--- src/rtl/sram_arbiter_pkg.sv ---
// Shared types and defaults for the SRAM arbiter: bus widths, FSM encoding, grant type.
package sram_arbiter_pkg;

  localparam int unsigned DefaultAddrW = 18;
  localparam int unsigned DefaultDataW = 16;

  typedef enum logic [1:0] {
    StIdle  = 2'd0,
    StIssue = 2'd1,
    StWait  = 2'd2
  } arb_state_e;

  typedef enum logic {
    GrantRd = 1'b0,
    GrantWr = 1'b1
  } grant_e;

endpackage

--- src/rtl/sram_wr_fifo.sv ---
// Synchronous write FIFO with a registered head word that is valid whenever o_empty is low.
module sram_wr_fifo
  import sram_arbiter_pkg::*;
#(
  parameter int unsigned Width = DefaultAddrW + DefaultDataW,
  parameter int unsigned Depth = 8
) (
  input  logic                   i_clk,
  input  logic                   i_reset,
  input  logic                   i_push,
  input  logic                   i_pop,
  input  logic [Width-1:0]       i_data,
  output logic [Width-1:0]       o_head,
  output logic                   o_full,
  output logic                   o_empty,
  output logic [$clog2(Depth):0] o_level
);

  localparam int unsigned PtrW = $clog2(Depth);
  localparam int unsigned LvlW = PtrW + 1;

  logic [Width-1:0] r_mem [Depth];
  logic [PtrW-1:0]  r_wr_ptr;
  logic [PtrW-1:0]  r_rd_ptr;
  logic [LvlW-1:0]  r_level;
  logic [Width-1:0] r_head;
  logic [PtrW-1:0]  w_rd_next;

  assign w_rd_next = r_rd_ptr + PtrW'(1);
  assign o_full    = (r_level == LvlW'(Depth));
  assign o_empty   = (r_level == '0);
  assign o_level   = r_level;
  assign o_head    = r_head;

  always_ff @(posedge i_clk) begin
    if (i_push) begin
      r_mem[r_wr_ptr] <= i_data;
    end
  end

  always_ff @(posedge i_clk) begin
    if (i_reset) begin
      r_wr_ptr <= '0;
      r_rd_ptr <= '0;
      r_level  <= '0;
      r_head   <= '0;
    end else begin
      if (i_push) r_wr_ptr <= r_wr_ptr + PtrW'(1);
      if (i_pop)  r_rd_ptr <= w_rd_next;
      if (i_push && !i_pop) begin
        r_level <= r_level + LvlW'(1);
      end else if (!i_push && i_pop) begin
        r_level <= r_level - LvlW'(1);
      end
      // Head follows the next entry; with one entry left only a same-cycle push can refill it.
      if (i_pop) begin
        if (r_level == LvlW'(1)) r_head <= i_data;
        else                     r_head <= r_mem[w_rd_next];
      end else if (o_empty && i_push) begin
        r_head <= i_data;
      end
    end
  end

endmodule

--- src/rtl/sram_arbiter.sv ---
// Sole driver of the SRAM controller: merges a priority video read port with a FIFO-buffered
// pixel write port, bounding consecutive reads so queued writes always make progress.
module sram_arbiter
  import sram_arbiter_pkg::*;
#(
  parameter int unsigned ADDR_W     = DefaultAddrW,
  parameter int unsigned DATA_W     = DefaultDataW,
  parameter int unsigned FIFO_DEPTH = 8,
  parameter int unsigned READ_RUN   = 4
) (
  input  logic                        i_clk,
  input  logic                        i_reset,
  input  logic                        i_rd_req,
  input  logic [ADDR_W-1:0]           i_rd_addr,
  output logic                        o_rd_ack,
  output logic                        o_rd_valid,
  output logic [DATA_W-1:0]           o_rd_data,
  input  logic                        i_wr_valid,
  output logic                        o_wr_ready,
  input  logic [ADDR_W-1:0]           i_wr_addr,
  input  logic [DATA_W-1:0]           i_wr_data,
  output logic [$clog2(FIFO_DEPTH):0] o_fifo_level,
  output logic                        o_sram_write,
  output logic                        o_sram_read,
  output logic [ADDR_W-1:0]           o_sram_address,
  output logic [DATA_W-1:0]           o_sram_data_write,
  input  logic [DATA_W-1:0]           i_sram_data_read,
  input  logic                        i_sram_ready
);

  localparam int unsigned FifoW = ADDR_W + DATA_W;
  localparam int unsigned RunW  = $clog2(READ_RUN + 1);

  arb_state_e          r_state, w_state_d;
  grant_e              r_grant;
  logic [RunW-1:0]     r_run_cnt;
  logic                r_sram_read, r_sram_write;
  logic [ADDR_W-1:0]   r_addr;
  logic [DATA_W-1:0]   r_wdata;
  logic                r_rd_ack, r_rd_valid;
  logic [DATA_W-1:0]   r_rd_data;

  logic                w_grant_rd, w_grant_wr;
  logic                w_push, w_fifo_full, w_fifo_empty;
  logic [FifoW-1:0]    w_fifo_head;

  assign w_push     = i_wr_valid && !w_fifo_full;
  assign o_wr_ready = !w_fifo_full;

  sram_wr_fifo #(
    .Width (FifoW),
    .Depth (FIFO_DEPTH)
  ) u_wr_fifo (
    .i_clk   (i_clk),
    .i_reset (i_reset),
    .i_push  (w_push),
    .i_pop   (w_grant_wr),
    .i_data  ({i_wr_addr, i_wr_data}),
    .o_head  (w_fifo_head),
    .o_full  (w_fifo_full),
    .o_empty (w_fifo_empty),
    .o_level (o_fifo_level)
  );

  always_comb begin
    w_state_d  = r_state;
    w_grant_rd = 1'b0;
    w_grant_wr = 1'b0;
    unique case (r_state)
      StIdle: begin
        if (i_sram_ready) begin
          if ((r_run_cnt == RunW'(READ_RUN)) && !w_fifo_empty) w_grant_wr = 1'b1;
          else if (i_rd_req)                                    w_grant_rd = 1'b1;
          else if (!w_fifo_empty)                               w_grant_wr = 1'b1;
          if (w_grant_rd || w_grant_wr) w_state_d = StIssue;
        end
      end
      StIssue: w_state_d = StWait;
      StWait:  if (i_sram_ready) w_state_d = StIdle;
      default: w_state_d = StIdle;
    endcase
  end

  always_ff @(posedge i_clk) begin
    if (i_reset) begin
      r_state      <= StIdle;
      r_grant      <= GrantRd;
      r_run_cnt    <= '0;
      r_sram_read  <= 1'b0;
      r_sram_write <= 1'b0;
      r_addr       <= '0;
      r_wdata      <= '0;
      r_rd_ack     <= 1'b0;
      r_rd_valid   <= 1'b0;
      r_rd_data    <= '0;
    end else begin
      r_state      <= w_state_d;
      r_sram_read  <= w_grant_rd;
      r_sram_write <= w_grant_wr;
      r_rd_ack     <= w_grant_rd;
      r_rd_valid   <= 1'b0;
      if (w_grant_rd) begin
        r_grant   <= GrantRd;
        r_addr    <= i_rd_addr;
        // Reads only count toward the run limit while writes are actually waiting.
        r_run_cnt <= w_fifo_empty ? '0 : r_run_cnt + RunW'(1);
      end
      if (w_grant_wr) begin
        r_grant   <= GrantWr;
        r_addr    <= w_fifo_head[FifoW-1:DATA_W];
        r_wdata   <= w_fifo_head[DATA_W-1:0];
        r_run_cnt <= '0;
      end
      if ((r_state == StWait) && i_sram_ready && (r_grant == GrantRd)) begin
        r_rd_data  <= i_sram_data_read;
        r_rd_valid <= 1'b1;
      end
    end
  end

  assign o_sram_read       = r_sram_read;
  assign o_sram_write      = r_sram_write;
  assign o_sram_address    = r_addr;
  assign o_sram_data_write = r_wdata;
  assign o_rd_ack          = r_rd_ack;
  assign o_rd_valid        = r_rd_valid;
  assign o_rd_data         = r_rd_data;

endmodule

--- config.mk ---
export PLATFORM = sky130hd
export DESIGN_NAME = sram_arbiter
export DESIGN_NICKNAME = d
export VERILOG_FILES = /design/src/rtl/sram_arbiter_pkg.sv /design/src/rtl/sram_wr_fifo.sv /design/src/rtl/sram_arbiter.sv
export SDC_FILE = /design/constraint.sdc
export NUM_CORES = 1
export LEC_CHECK = 0
export ABC_AREA = 1
export ABC_CLOCK_PERIOD_IN_PS = 6000
export CAP_MARGIN = 20
export CELL_PAD_IN_SITES_DETAIL_PLACEMENT = 1
export CELL_PAD_IN_SITES_GLOBAL_PLACEMENT = 2
export CORE_ASPECT_RATIO = 2
export CORE_UTILIZATION = 25
export DETAILED_ROUTE_END_ITERATION = 8
export PLACE_DENSITY = 0.56
export SYNTH_ARGS = -nofsm -noshare
export SYNTH_HDL_FRONTEND = slang
export SYNTH_SLANG_ARGS = --single-unit
--- constraint.sdc ---
create_clock -name i_clk -period 6 [get_ports i_clk]
set_clock_uncertainty 0.15 [all_clocks]
set_input_delay 1.5 -clock i_clk [delete_from_list [all_inputs] [get_ports i_clk]]
set_output_delay 1.5 -clock i_clk [all_outputs]
set_load 0.03 [all_outputs]
==> results.cfg <==
[outcome]
status = completed

[floorplanning]
die_x_um = 178
die_area_um2 = 62800
fp-row-count = 128
ios = 132
die_h_um = 354
start_util_pct = 25.3
core_um2 = 61000

[critical_path]
required_ps = 4350
cpPeakStageDelay_ps = 700
worstPathCellList = inv_1 -> ha_1 -> nand3_1 -> clkdlybuf4s50_1
cp.arrival_ps = 2190
path_class = flop to output pin
slowest_stage = clkdlybuf4s50_1
path_max_fanout = 5
critPathTopFamily = buffers and inverters
crit_buf_inv = 2
endpoint_kind = output pin
startpoint_type = flop

[cts]
numCtsBuffers = 38
cts_tree = yes
clockRootBuffer = clkbuf_16
ctsHtreeMaxLevel = 2
clock_sinks = 375
clkLatencyLatePin_ps = 550
hold_buffers = 0
clkTransAtPathRegs_ps = 60
max-clock-path-buffers = 3
post_cts_buffers = 0
ctsResizeCount = 0

[finish]
num-nets-final = 1708
num-fill-cells = 6879
drive_gt1_share_pct = 5.92
area_delta_synth_final_pct = 21.6
final_util_pct = 30.8

[sta]
post-route-min-period_ps = 3840
finalCritPeriodShare_pct = 64.1
relSlewSlack_pct = 28.4
hold_slack_ps = 307
drv_slew = 0
rsz0062_at_grt = no
fmax_mhz = 260
tightest_slew_ps = 1070
finalSetupViolations = 0
setup_tns_ps = 0
hold_viol = 0

[drt]
wl_per_cell_um = 19.0
vias_per_cell = 4.49
detail-route-antenna-nets = 0
vias = 10900
drc = 0
wirelength_mm = 46.3
initialDrtViolationCount = 446
drt_first_pass_iters = 4

[synthesis]
ys_top_cells_by_area = edfxtp_1 (53%), dfxtp_1 (13%), nand2_1 (7.1%)
syn_area_um2 = 15400
ys_ff_latch = 375
synth_top_area_share_pct = 52.9
yosysTopAreaCell = edfxtp_1
yosysWarningCount = 0
post_synth.cell_area_avg_um2 = 10.1
synthesis.nets = 1603
synthCells = 1522
synth_seq_area_share_pct = 66.2
synth_cell_type_count = 30

[pwr]
p_per_area_nw_per_um2 = 375
p_total_mw = 7.04
ir_drop_mv = 0.221
p_leak_nw = 7.00

[placement]
io_buffers = 131
dpl.hpwl_mm = 27.5
gp_congestion = 0.733

[global_routing]
grt-ovfl-total = 0
grt_pass1_vias = 11500
grt_pass1_wl_mm = 70.0
grt_max_degree = 76
grt_usage_pct = 14.9
antenna_found_initial = 0

[job]
cap_violations = 0

[worst_hold_path]
hold_path_class = flop to flop
## worst paths after layout
path                              start                   end  slack, ps  cells after the start
hold reg to reg    o_sram_data_write[1]  o_sram_data_write[1]        310                      2
hold / removal     o_sram_data_write[1]  o_sram_data_write[1]        310                      2
setup / recovery   u_wr_fifo.o_level[0]            o_wr_ready       2160                      4
setup reg to reg  u_wr_fifo.r_rd_ptr[0]  u_wr_fifo.o_head[28]       2490                      7
## placed cells by master, fill, tap and decap left out, drive strengths merged, types with 19 or more instances in the layout
cell           synthesis  final
a21oi                 43     43
buf                   47     19
clkbuf                38     49
clkdlybuf4s50          0    131
clkinv                 7     19
dfxtp                103    103
edfxtp               272    272
inv                  136    136
nand2                294    294
nand3                117    117
nand3b                34     34
nor2                 243    243
o211ai                46     46
o21ai                119    119
## synth_stat cells, drive strengths merged
cell	instances
a211oi	1
a21oi	43
a22oi	1
buf	47
clkbuf	38
clkinv	7
dfxtp	103
edfxtp	272
ha	8
inv	136
nand2	294
nand3	117
nand3b	34
nand4	3
nor2	243
nor3	7
o211ai	46
o21ai	119
xnor2	2
xor2	1
## sequential cells by signal, summed over array words and instances, names as in the netlist
| signal | count |
|---|---|
| o_rd_ack | 1 |
| o_rd_data | 16 |
| o_rd_valid | 1 |
| o_sram_address | 18 |
| o_sram_data_write | 16 |
| o_sram_write | 1 |
| r_grant | 1 |
| r_run_cnt | 3 |
| r_state | 2 |
| u_wr_fifo.o_head | 34 |
| u_wr_fifo.o_level | 4 |
| u_wr_fifo.r_mem | 272 |
| u_wr_fifo.r_rd_ptr | 3 |
| u_wr_fifo.r_wr_ptr | 3 |
## layout make-up
type	instances	area [um2]	share of cell area (%)
Inverter	143	538	2.86
Clock buffer	49	1020	5.45
Antenna cell	1	2.50	0.0133
Multi-Input combinational cell	919	4320	23.0
Clock inverter	20	231	1.23
Sequential cell	375	10200	54.5
Tap cell	780	976	5.19
Timing Repair Buffer	150	1470	7.81
## per-stage QoR
stage	area, um2	setup WS, ps	instances
global placement	17500	1740	2367
CTS	18800	2110	2436
floorplan	15400	2140	1522
finish	18800	2160	2437
global route	18800	2020	2436
detailed placement	17500	1580	2367
## routing by layer
| metal | share of wire, % | vias up | track usage [%] |
|---|---|---|---|
| li1 | - | 5306 | - |
| met3 | 3.6 | 57 | 1.92 |
| met4 | 2.9 | 0 | 5.20 |
| met2 | 54 | 198 | 28.4 |
| met1 | 40 | 5385 | 16.6 |
| met5 | 0 | - | 0 |
## cell families after synthesis
family	after synthesis	share of synthesized area (%)
and+or+nand+nor	698	19.0
DFF	375	66.2
buffers and inverters	228	6.29
AOI/OAI and AO/OA	210	7.58
adders and majority gates	8	0.648
xor gates and xnor gates	3	0.219
## power breakdown
| group | total (mW) | leakage [nW] | switching, mW | internal, mW |
|---|---|---|---|---|
| clock network | 2.47 | 0.608 | 1.05 | 1.43 |
| registers | 3.12 | 3.31 | 0.115 | 3.01 |
| logic | 1.45 | 3.08 | 0.978 | 0.469 |
## worst min-delay path: stages (launching register included)
cell and delay [ps]:
dfxtp_1 320, nand2_1 50, o21ai_0 50
Note: power is estimated with default switching activity, not from simulation.
